### config.mk
export PLATFORM = sky130hd
export DESIGN_NAME = match_turn_controller
export DESIGN_NICKNAME = d
export VERILOG_FILES = /design/src/rtl/match_turn_controller.sv
export SDC_FILE = /design/constraint.sdc
export NUM_CORES = 1
export LEC_CHECK = 0
export CAP_MARGIN = 30
export CELL_PAD_IN_SITES_DETAIL_PLACEMENT = 0
export CELL_PAD_IN_SITES_GLOBAL_PLACEMENT = 1
export CORE_MARGIN = 3
export CORE_UTILIZATION = 36
export CTS_CLUSTER_DIAMETER = 60
export DETAILED_ROUTE_END_ITERATION = 10
export GPL_TIMING_DRIVEN = 0
export HOLD_SLACK_MARGIN = 0.02
export PLACE_DENSITY = 0.73
export SYNTH_ARGS = -nofsm -noshare
export SYNTH_HDL_FRONTEND = slang
export SYNTH_SLANG_ARGS = --single-unit
### constraint.sdc
create_clock -name clock -period 1.9 [get_ports clock]
set_clock_uncertainty 0.2 [all_clocks]
set_input_delay 0.475 -clock clock [delete_from_list [all_inputs] [get_ports clock]]
set_output_delay 0.475 -clock clock [all_outputs]
set_load 0.05 [all_outputs]
### src/rtl/match_turn_controller.sv
// match_turn_controller: turn sequencer for the two-player card-matching game.
// Pairs two card flips per turn, scores matches for the active player, runs
// the per-turn countdown, passes the turn on mismatch or timeout and ends the
// game once every pair has been matched. All outputs are registered.
//
// Ports:
//   clock, reset_n         system clock, synchronous active-low reset
//   start                  pulse, begins a new game from IDLE or DONE
//   tick                   1 Hz enable for the turn timer and mismatch hold
//   flip_valid/index/value card flip request from the board
//   flip_ready             flips accepted (FIRST/SECOND)
//   turn                   active player, 0 = P1, 1 = P2
//   p1_score, p2_score     player scores (wrap modulo 2^SCORE_W)
//   timer, pairs_left      remaining seconds of the turn, unmatched pairs
//   match/mismatch/timeout_pulse  one-cycle event strobes
//   game_over              high in DONE
//
// Build option: define MATCH_BONUS_EN to award 2 points for a match evaluated
// while the timer is still in the upper half of the turn.
module match_turn_controller #(
   parameter int unsigned TURN_SECONDS = 9,
   parameter int unsigned HOLD_TICKS   = 2,
   parameter int unsigned NUM_PAIRS    = 8,
   parameter int unsigned SCORE_W      = 4
) (
   input  logic               clock,
   input  logic               reset_n,
   input  logic               start,
   input  logic               tick,
   input  logic               flip_valid,
   input  logic [3:0]         flip_index,
   input  logic [3:0]         flip_value,
   output logic               flip_ready,
   output logic               turn,
   output logic [SCORE_W-1:0] p1_score,
   output logic [SCORE_W-1:0] p2_score,
   output logic [3:0]         timer,
   output logic [3:0]         pairs_left,
   output logic               match_pulse,
   output logic               mismatch_pulse,
   output logic               timeout_pulse,
   output logic               game_over
);

   localparam logic [3:0] TIMER_RELOAD = 4'(TURN_SECONDS);
   localparam logic [3:0] HOLD_RELOAD  = 4'(HOLD_TICKS);
   localparam logic [3:0] PAIRS_RELOAD = 4'(NUM_PAIRS);
`ifdef MATCH_BONUS_EN
   localparam logic [3:0] BONUS_MIN    = 4'((TURN_SECONDS + 1) / 2);
`endif

   typedef enum logic [2:0] {IDLE, FIRST, SECOND, EVAL, HOLD, DONE} state_t;

   state_t             state, state_nxt;
   logic [3:0]         a_index, a_index_nxt;
   logic [3:0]         a_value, a_value_nxt;
   logic [3:0]         b_value, b_value_nxt;
   logic [3:0]         hold_cnt, hold_cnt_nxt;
   logic               turn_nxt;
   logic [SCORE_W-1:0] p1_score_nxt, p2_score_nxt, gain;
   logic [3:0]         timer_nxt, pairs_left_nxt, timer_dec;
   logic               match_nxt, mismatch_nxt, timeout_nxt;
   logic               flip_ready_nxt, game_over_nxt;
   logic               accept;

   // State and output registers
   always_ff @(posedge clock) begin
      if (!reset_n) begin
         state          <= IDLE;
         a_index        <= 4'd0;
         a_value        <= 4'd0;
         b_value        <= 4'd0;
         hold_cnt       <= 4'd0;
         turn           <= 1'b0;
         p1_score       <= '0;
         p2_score       <= '0;
         timer          <= 4'd0;
         pairs_left     <= PAIRS_RELOAD;
         match_pulse    <= 1'b0;
         mismatch_pulse <= 1'b0;
         timeout_pulse  <= 1'b0;
         flip_ready     <= 1'b0;
         game_over      <= 1'b0;
      end else begin
         state          <= state_nxt;
         a_index        <= a_index_nxt;
         a_value        <= a_value_nxt;
         b_value        <= b_value_nxt;
         hold_cnt       <= hold_cnt_nxt;
         turn           <= turn_nxt;
         p1_score       <= p1_score_nxt;
         p2_score       <= p2_score_nxt;
         timer          <= timer_nxt;
         pairs_left     <= pairs_left_nxt;
         match_pulse    <= match_nxt;
         mismatch_pulse <= mismatch_nxt;
         timeout_pulse  <= timeout_nxt;
         flip_ready     <= flip_ready_nxt;
         game_over      <= game_over_nxt;
      end
   end

   // Next-state and next-output logic
   always_comb begin
      state_nxt      = state;
      a_index_nxt    = a_index;
      a_value_nxt    = a_value;
      b_value_nxt    = b_value;
      hold_cnt_nxt   = hold_cnt;
      turn_nxt       = turn;
      p1_score_nxt   = p1_score;
      p2_score_nxt   = p2_score;
      timer_nxt      = timer;
      pairs_left_nxt = pairs_left;
      match_nxt      = 1'b0;
      mismatch_nxt   = 1'b0;
      timeout_nxt    = 1'b0;

      // flip_ready mirrors FIRST/SECOND, so it doubles as the accept qualifier
      accept    = flip_valid && flip_ready;
      timer_dec = timer - 4'd1;
`ifdef MATCH_BONUS_EN
      gain = (timer >= BONUS_MIN) ? SCORE_W'(2) : SCORE_W'(1);
`else
      gain = SCORE_W'(1);
`endif

      case (state)
         IDLE, DONE: begin
            if (start) begin
               p1_score_nxt   = '0;
               p2_score_nxt   = '0;
               pairs_left_nxt = PAIRS_RELOAD;
               turn_nxt       = 1'b0;
               timer_nxt      = TIMER_RELOAD;
               state_nxt      = FIRST;
            end
         end
         FIRST: begin
            if (tick) timer_nxt = timer_dec;
            // An expiring tick discards the turn even if a first card arrives
            if (tick && timer_dec == 4'd0) begin
               timeout_nxt = 1'b1;
               turn_nxt    = ~turn;
               timer_nxt   = TIMER_RELOAD;
            end else if (accept) begin
               a_index_nxt = flip_index;
               a_value_nxt = flip_value;
               state_nxt   = SECOND;
            end
         end
         SECOND: begin
            if (tick) timer_nxt = timer_dec;
            // A valid second card beats a simultaneous expiring tick
            if (accept && flip_index != a_index) begin
               b_value_nxt = flip_value;
               state_nxt   = EVAL;
            end else if (tick && timer_dec == 4'd0) begin
               timeout_nxt = 1'b1;
               turn_nxt    = ~turn;
               timer_nxt   = TIMER_RELOAD;
               state_nxt   = FIRST;
            end
         end
         EVAL: begin
            if (a_value == b_value) begin
               match_nxt = 1'b1;
               if (turn) p2_score_nxt = p2_score + gain;
               else      p1_score_nxt = p1_score + gain;
               pairs_left_nxt = pairs_left - 4'd1;
               timer_nxt      = TIMER_RELOAD;
               state_nxt      = (pairs_left == 4'd1) ? DONE : FIRST;
            end else begin
               mismatch_nxt = 1'b1;
               hold_cnt_nxt = HOLD_RELOAD;
               state_nxt    = HOLD;
            end
         end
         HOLD: begin
            if (tick) begin
               hold_cnt_nxt = hold_cnt - 4'd1;
               if (hold_cnt == 4'd1) begin
                  turn_nxt  = ~turn;
                  timer_nxt = TIMER_RELOAD;
                  state_nxt = FIRST;
               end
            end
         end
         default: state_nxt = IDLE;
      endcase

      flip_ready_nxt = (state_nxt == FIRST) || (state_nxt == SECOND);
      game_over_nxt  = (state_nxt == DONE);
   end

endmodule

==> results of run 1 <==
[placed cells by master (no fill, tap or decap), types with 3 or more instances in the layout]
| cell type | synthesis | routed |
|---|---|---|
| dfxtp_4 | 0 | 3 |
| o21ai_2 | 3 | 4 |
| xor2_2 | 0 | 3 |
| clkdlybuf4s50_1 | 0 | 5 |
| dlygate4sd2_1 | 0 | 13 |
| nand4_1 | 6 | 6 |
| nor2_1 | 34 | 30 |
| dfxtp_1 | 41 | 34 |
| mux2i_1 | 14 | 14 |
| a31oi_4 | 1 | 3 |
| nor2_2 | 0 | 3 |
| clkbuf_2 | 0 | 11 |
| nor3_1 | 4 | 3 |
| ha_1 | 8 | 7 |
| nor2b_1 | 6 | 4 |
| o21ai_1 | 6 | 6 |
| nand3_1 | 12 | 10 |
| dfxtp_2 | 0 | 4 |
| nand2_1 | 14 | 13 |
| clkbuf_8 | 3 | 9 |
| xnor2_1 | 10 | 9 |
| buf_4 | 0 | 17 |
| clkdlybuf4s15_2 | 0 | 6 |
| buf_6 | 1 | 7 |
| inv_1 | 11 | 9 |
| and3_1 | 4 | 4 |
| a21oi_1 | 10 | 6 |
| a21oi_2 | 0 | 4 |
[power by group]
group	internal (mW)	switching, mW
Combinational	0.251	0.310
Clock	0.295	0.331
Sequential	0.887	0.0374
[registers in the layout, summed over array words and instances, names as in the netlist]
register        count
a_index             4
a_value             4
b_value             4
hold_cnt            4
p1_score            4
p2_score            4
pairs_left          4
timer               4
state               3
flip_ready          1
game_over           1
match_pulse         1
mismatch_pulse      1
timeout_pulse       1
turn                1
[through the flow]
stage	utilization, %	instance area (µm²)	setup slack, ns
6_report	53.8	3210	-0.159
5_1_grt	53.8	3210	-0.213
4_1_cts	52.7	3140	-0.158
3_5_place_dp	45.4	2700	-0.773
3_3_place_gp	45.4	2700	-0.773
2_1_floorplan	-	2270	-0.197
[what timing repair did]
action,CTS,global route
endpoints found under the setup margin,55,44
setup buffers,21,3
pin swaps,22,17
gates resized for setup,85,36
[path summary, 6_finish.rpt]
check             slack (ns)         from          end
setup / recovery       -0.16     timer[0]   flip_ready
hold / removal          0.30  p2_score[3]  p2_score[3]
setup reg to reg       -0.16     timer[0]   flip_ready
hold reg to reg         0.30  p2_score[3]  p2_score[3]
[worst max-delay path: stages (launching register included)]
cell and delay [ns]:
dfxtp_4 0.37, inv_4 0.06, ha_4 0.14, and3b_2 0.20
a31oi_4 0.04, buf_12 0.15, nor3b_4 0.30, o21ai_1 0.18
xor2_1 0.18, nor3b_2 0.17
[per-layer routing]
layer  routed length, µm  track usage, %
met5                   0               0
met4                  72            3.88
met3                 280            3.24
met2                2810            27.3
met1                2580            21.1
[kinds of logic (layout without fill, tap and decap cells)]
| family | count (synthesis) | in the layout | synth area share [%] |
|---|---|---|---|
| AOI/OAI and AO/OA | 44 | 44 | 15.1 |
| xor gates and xnor gates | 16 | 16 | 6.30 |
| adders and majority gates | 8 | 8 | 4.50 |
| buffers and inverters | 24 | 89 | 5.96 |
| DFF | 41 | 41 | 36.9 |
| muxes | 15 | 15 | 6.80 |
| and+or+nand+nor | 101 | 101 | 24.5 |
[cell type report]
cell class	instances	share of cell area, %
clock buffer	6	2.58
sequential	41	26.1
clock inverter	2	0.429
tap	75	2.93
multi-input combinational	184	47.5
inverter	13	1.68
timing repair buffer	58	16.1
buffer	10	2.69
==> impl_metrics.yaml, run 1 <==
clock_network:
  clock_pin_slew_reported_for_the_worst_setup_and_hold_paths_after_clock_tree_synthesis_ns: 0.08
  total_of_hold_buffers_inserted_after_clock_tree_synthesis: 0
  tritoncts_buffers: 5
  clk_root_buffer_cell: "clkbuf_8"
  clkSinkCount: 41
  insertion_delay_ns: 0.30
  tritoncts: "yes"
  htree_num_levels: 2
  cts.path.max_buffers: 2
sta:
  worst_hold_margin_ns: 0.299
  rsz0062_at_grt: "yes"
  timing.slew.headroom_pct: 61.9
  max_slew.worst_pin.slew_ns: 0.571
  timing.final.crit_period_ns: 2.06
  finalSetupViolations: 21
  fin_crit_sh_pct: 108
  max_freq_ghz: 0.486
  timing.final.hold_violations: 0
  final_max_slew_viol_count: 0
  finalWorstSetupSlack_ns: -0.159
  finalSetupTns_ns: -1.20
place:
  dp_hpwl_mm: 3.75
  io_buffers: 34
  place_inst: 358
  global_placement_routability_congestion: 0.876
synthesis:
  synth_area_um2: 2230
  synth_largest_type_area_fraction_pct: 36.9
  yosys.cell_types.count: 53
  synth_common_cells: "dfxtp_1, nor2_1, mux2i_1, nand2_1, nand3_1"
  yosysMostFrequentCell: "dfxtp_1"
  synth.yosys.seq_area_share_pct: 36.9
  async_flop_share_pct: 0
  synth-seq-cells: 41
  syn-mean-instance-area_um2: 8.94
  postSynthNetCount: 270
  synth_edf_count: 0
  yosys-top-cells-area: "dfxtp_1, mux2i_1, nor2_1"
  ys_warn_count: 0
  ys_dominant_reg_cell: "dfxtp_1"
  post_synth_inst_count: 249
  synth.largest_area_cell: "dfxtp_1"
flow_run:
  max_cap_violations: 0
detailed_routing:
  dr_total_vias: 2039
  postRouteAntennaNets: 0
  detailedRoute.firstIterationViolations: 120
  vias_per_cell: 5.24
  drt_wl_total_mm: 5.74
  drc: 0
  first_pass_iters: 4
  post_drt_wl_per_cell_um: 14.8
grt:
  groute.usage.overall_pct: 16.1
  number_of_global_route_vias_before_repair: 1958
  number_of_antenna_violations_at_the_first_check_in_global_routing: 0
  maximum_number_of_pins_on_one_net_before_global_route_repair: 14
  overflow: 0
  grt_first_pass_wirelength_mm: 9.42
floorplanning:
  dieHeight_um: 84.6
  num_rows: 28
  fp.dieW_um: 84.6
  io_pins: 35
  initial_core_util_pct: 37.4
  die_area_um2: 7160
  floorplan.core_area_um2: 5960
hold_path:
  worstHoldPathType: "reg -> reg"
  worstHoldPathCells: 2
power:
  vdd_drop_max_v: 0.000278
  power.density_cell_area_nw_per_um2: 658
  p_leak_nw: 1.39
  totalPowerFinal_mw: 2.11
critical_path:
  critPathKind: "reg -> reg"
  worstPathMaxFanout: 5
  timing.critical_path.to_type: "flop"
  cp.required_ns: 1.93
  timing.critical_path.arrival_ns: 2.09
  nature_of_the_critical_path_startpoint: "flop"
  worstRegToRegCells: 9
final_layout:
  syn2layout_area_growth_pct: 44.1
  nets: 334
  multi_input_combinational_cell_area_um2: 1520
  area.sequential_um2: 837
  post_route_cells_drive_above_1_share_pct: 36.9
  post_layout_nonfiller_instances: 389
  n_antenna_cell: 0
  final.fill_count: 577
status:
  status: "finished, violations left"
  violations: "setup timing"
Note: power is estimated with default switching activity, not from simulation.
==> run 2, diff against run 1 <==
--- a/config.mk
+++ b/config.mk
@@ -14,7 +14,7 @@
 export DETAILED_ROUTE_END_ITERATION = 10
 export GPL_TIMING_DRIVEN = 0
 export HOLD_SLACK_MARGIN = 0.02
-export PLACE_DENSITY = 0.73
+export PLACE_DENSITY_LB_ADDON = 0.1
 export SYNTH_ARGS = -nofsm -noshare
 export SYNTH_HDL_FRONTEND = slang
 export SYNTH_SLANG_ARGS = --single-unit
==> impl_metrics.yaml, run 2 (synthesis results as in run 1) <==
status:
  violations: "setup timing"
  status: "finished, violations left"
final_layout:
  n_antenna_cell: 0
  post_route_cells_drive_above_1_share_pct: 41.8
  final.fill_count: 562
  most_common_cell_after_layout_fill_and_taps_aside: "nor2_1"
  final_cell_mix: "nor2_1, dfxtp_1, buf_4"
  layout.cell_area.non_filler_um2: 3410
  nets: 343
  final_core_area_utilization_pct: 57.2
  syn2layout_area_growth_pct: 53.1
clock_network:
  htree_num_levels: 2
  insertion_delay_ns: 0.30
  cts.path.max_buffers: 2
  clk_root_buffer_cell: "clkbuf_8"
  clock_pin_slew_reported_for_the_worst_setup_and_hold_paths_after_clock_tree_synthesis_ns: 0.08
  tritoncts: "yes"
  total_of_hold_buffers_inserted_after_clock_tree_synthesis: 0
  tritoncts_buffers: 5
  clkSinkCount: 41
sta:
  finalWorstSetupSlack_ns: -0.193
  fin_crit_sh_pct: 110
  timing.slew.headroom_pct: 56.1
  max_freq_ghz: 0.478
  rsz0062_at_grt: "yes"
  timing.final.crit_period_ns: 2.09
  timing.final.hold_violations: 0
  finalSetupViolations: 25
  max_slew.worst_pin.slew_ns: 0.659
  final_max_slew_viol_count: 0
floorplanning:
  floorplan.core_area_um2: 5960
  num_rows: 28
  die_area_um2: 7160
  fp.dieW_um: 84.6
  io_pins: 35
  dieHeight_um: 84.6
  initial_core_util_pct: 37.4
place:
  dp_hpwl_mm: 3.80
  global_placement_routability_congestion: 0.768
  dp_worst_setup_slack_ns: -0.759
  post_dp_cell_area_um2: 2700
  io_buffers: 34
critical_path:
  timing.critical_path.arrival_ns: 2.09
  nature_of_the_critical_path_startpoint: "flop"
  critical-path-top-delay-family: "simple AND/OR/NAND/NOR gates"
  regToRegStartpoint: "timer[1]"
  cp_slowest_stage_delay_ns: 0.39
  cp.required_ns: 1.90
  timing.critical_path.to_type: "flop"
  critical_path_top_delay_cell: "or3_4"
  regToRegEndpoint: "flip_ready"
  worstRegToRegCells: 7
  cp-startpoint: "timer[1]"
  worstPathMaxFanout: 5
  critical_path.cell_chain: "or3_4 -> a31oi_4 -> nor3b_4 -> buf_4 -> o21ai_4 -> xor2_1 -> nor3b_2"
  regToRegSetupSlack_ns: -0.19
  critPathBufInv: 1
  critPathKind: "reg -> reg"
power:
  vdd_drop_max_v: 0.000378
  p_leak_nw: 1.44
  power.density_cell_area_nw_per_um2: 699
detailed_routing:
  vias_per_cell: 5.18
  post_drt_wl_per_cell_um: 14.7
  drt_wl_total_mm: 5.84
  detailedRoute.firstIterationViolations: 96
  postRouteAntennaNets: 0
  dr_total_vias: 2060
  drc: 0
  first_pass_iters: 4
grt:
  globalRouteMet1Util_pct: 21.3
  number_of_global_route_vias_before_repair: 1943
  global_route.peak_usage_layer: "met2"
  grt_first_pass_wirelength_mm: 9.47
  maximum_number_of_pins_on_one_net_before_global_route_repair: 15
  met3_usage_pct: 3.53
  use_met2_pct: 27.4
  overflow: 0
  groute.usage.overall_pct: 16.5
  number_of_antenna_violations_at_the_first_check_in_global_routing: 0
hold_path:
  worstHoldPathCells: 2
  hold_path_startpoint: "p2_score[3]"
  hold_path_end: "p2_score[3]"
  worstHoldPathType: "reg -> reg"
flow_run:
  max_cap_violations: 0
run 2: cell count changes in the layout (fill, tap and decap cells not counted), moves of 3 or more:
cell	delta
nor2_2	-3
buf_6	+3
nand3_1	-3
buf_4	+7
clkdlybuf4s15_1	+3
o21ai_2	-3
dfxtp_2	+5
nor2_4	+3
dfxtp_1	-6
o21ai_4	+3
nand3_2	+3
run 2: final cells by class:
| cell class | count | area (µm²) | area share [%] |
|---|---|---|---|
| Multi-Input combinational cell | 184 | 1620 | 47.4 |
| Sequential cell | 41 | 847 | 24.9 |
| Timing Repair Buffer | 67 | 574 | 16.9 |
| Tap cell | 75 | 93.8 | 2.75 |
| Buffer | 10 | 85.1 | 2.50 |
| Clock buffer | 5 | 68.8 | 2.02 |
| Clock inverter | 3 | 68.8 | 2.02 |
| Inverter | 13 | 53.8 | 1.58 |
run 2: metrics by stage:
stage / setup TNS [ns] / hold WS [ns] / power, mW / cells
finish: -2.35 / 0.288 / 2.38 / 398
detailed placement: -17.11 / 0.275 / 1.37 / 358
floorplan: -1.13 / 0.274 / 1.24 / 249
CTS: -2.74 / 0.284 / 2.36 / 392
global placement: -17.10 / 0.264 / 1.37 / 358
global route: -4.48 / 0.323 / 2.48 / 398
run 2: per-layer routing:
| metal | vias up | wire (µm) |
|---|---|---|
| li1 | 1023 | - |
| met1 | 979 | 2720 |
| met2 | 46 | 2750 |
| met3 | 12 | 264 |
| met4 | 0 | 105 |
| met5 | - | 0 |
run 2: worst max-delay path by stage:
stage,to,cells past startpoint
final,flip_ready,7
after global routing,turn,9
after CTS,timer[2],6
after global placement,flip_ready,7
after detailed placement,flip_ready,7
after floorplan,flip_ready,8
run 2: timing repair:
item | CTS | global route
buffers inserted | 27 | 7
gates resized for setup | 103 | 42
endpoints found under the hold margin | 0 | 0
pin swaps | 24 | 22
endpoints found under the setup margin | 57 | 41
run 2: power by group:
group | internal [mW] | total [mW] | switching (mW)
logic | 0.264 | 0.585 | 0.321
clock network | 0.529 | 0.868 | 0.339
registers | 0.886 | 0.927 | 0.0413
total | 1.68 | 2.38 | 0.701
run 2: worst min-delay path: cells and delay by family, from the launching register on:
kind | cells | cell delay (ns)
AO/OA/AOI/OAI | 2 | 0.13
flip-flops | 1 | 0.32
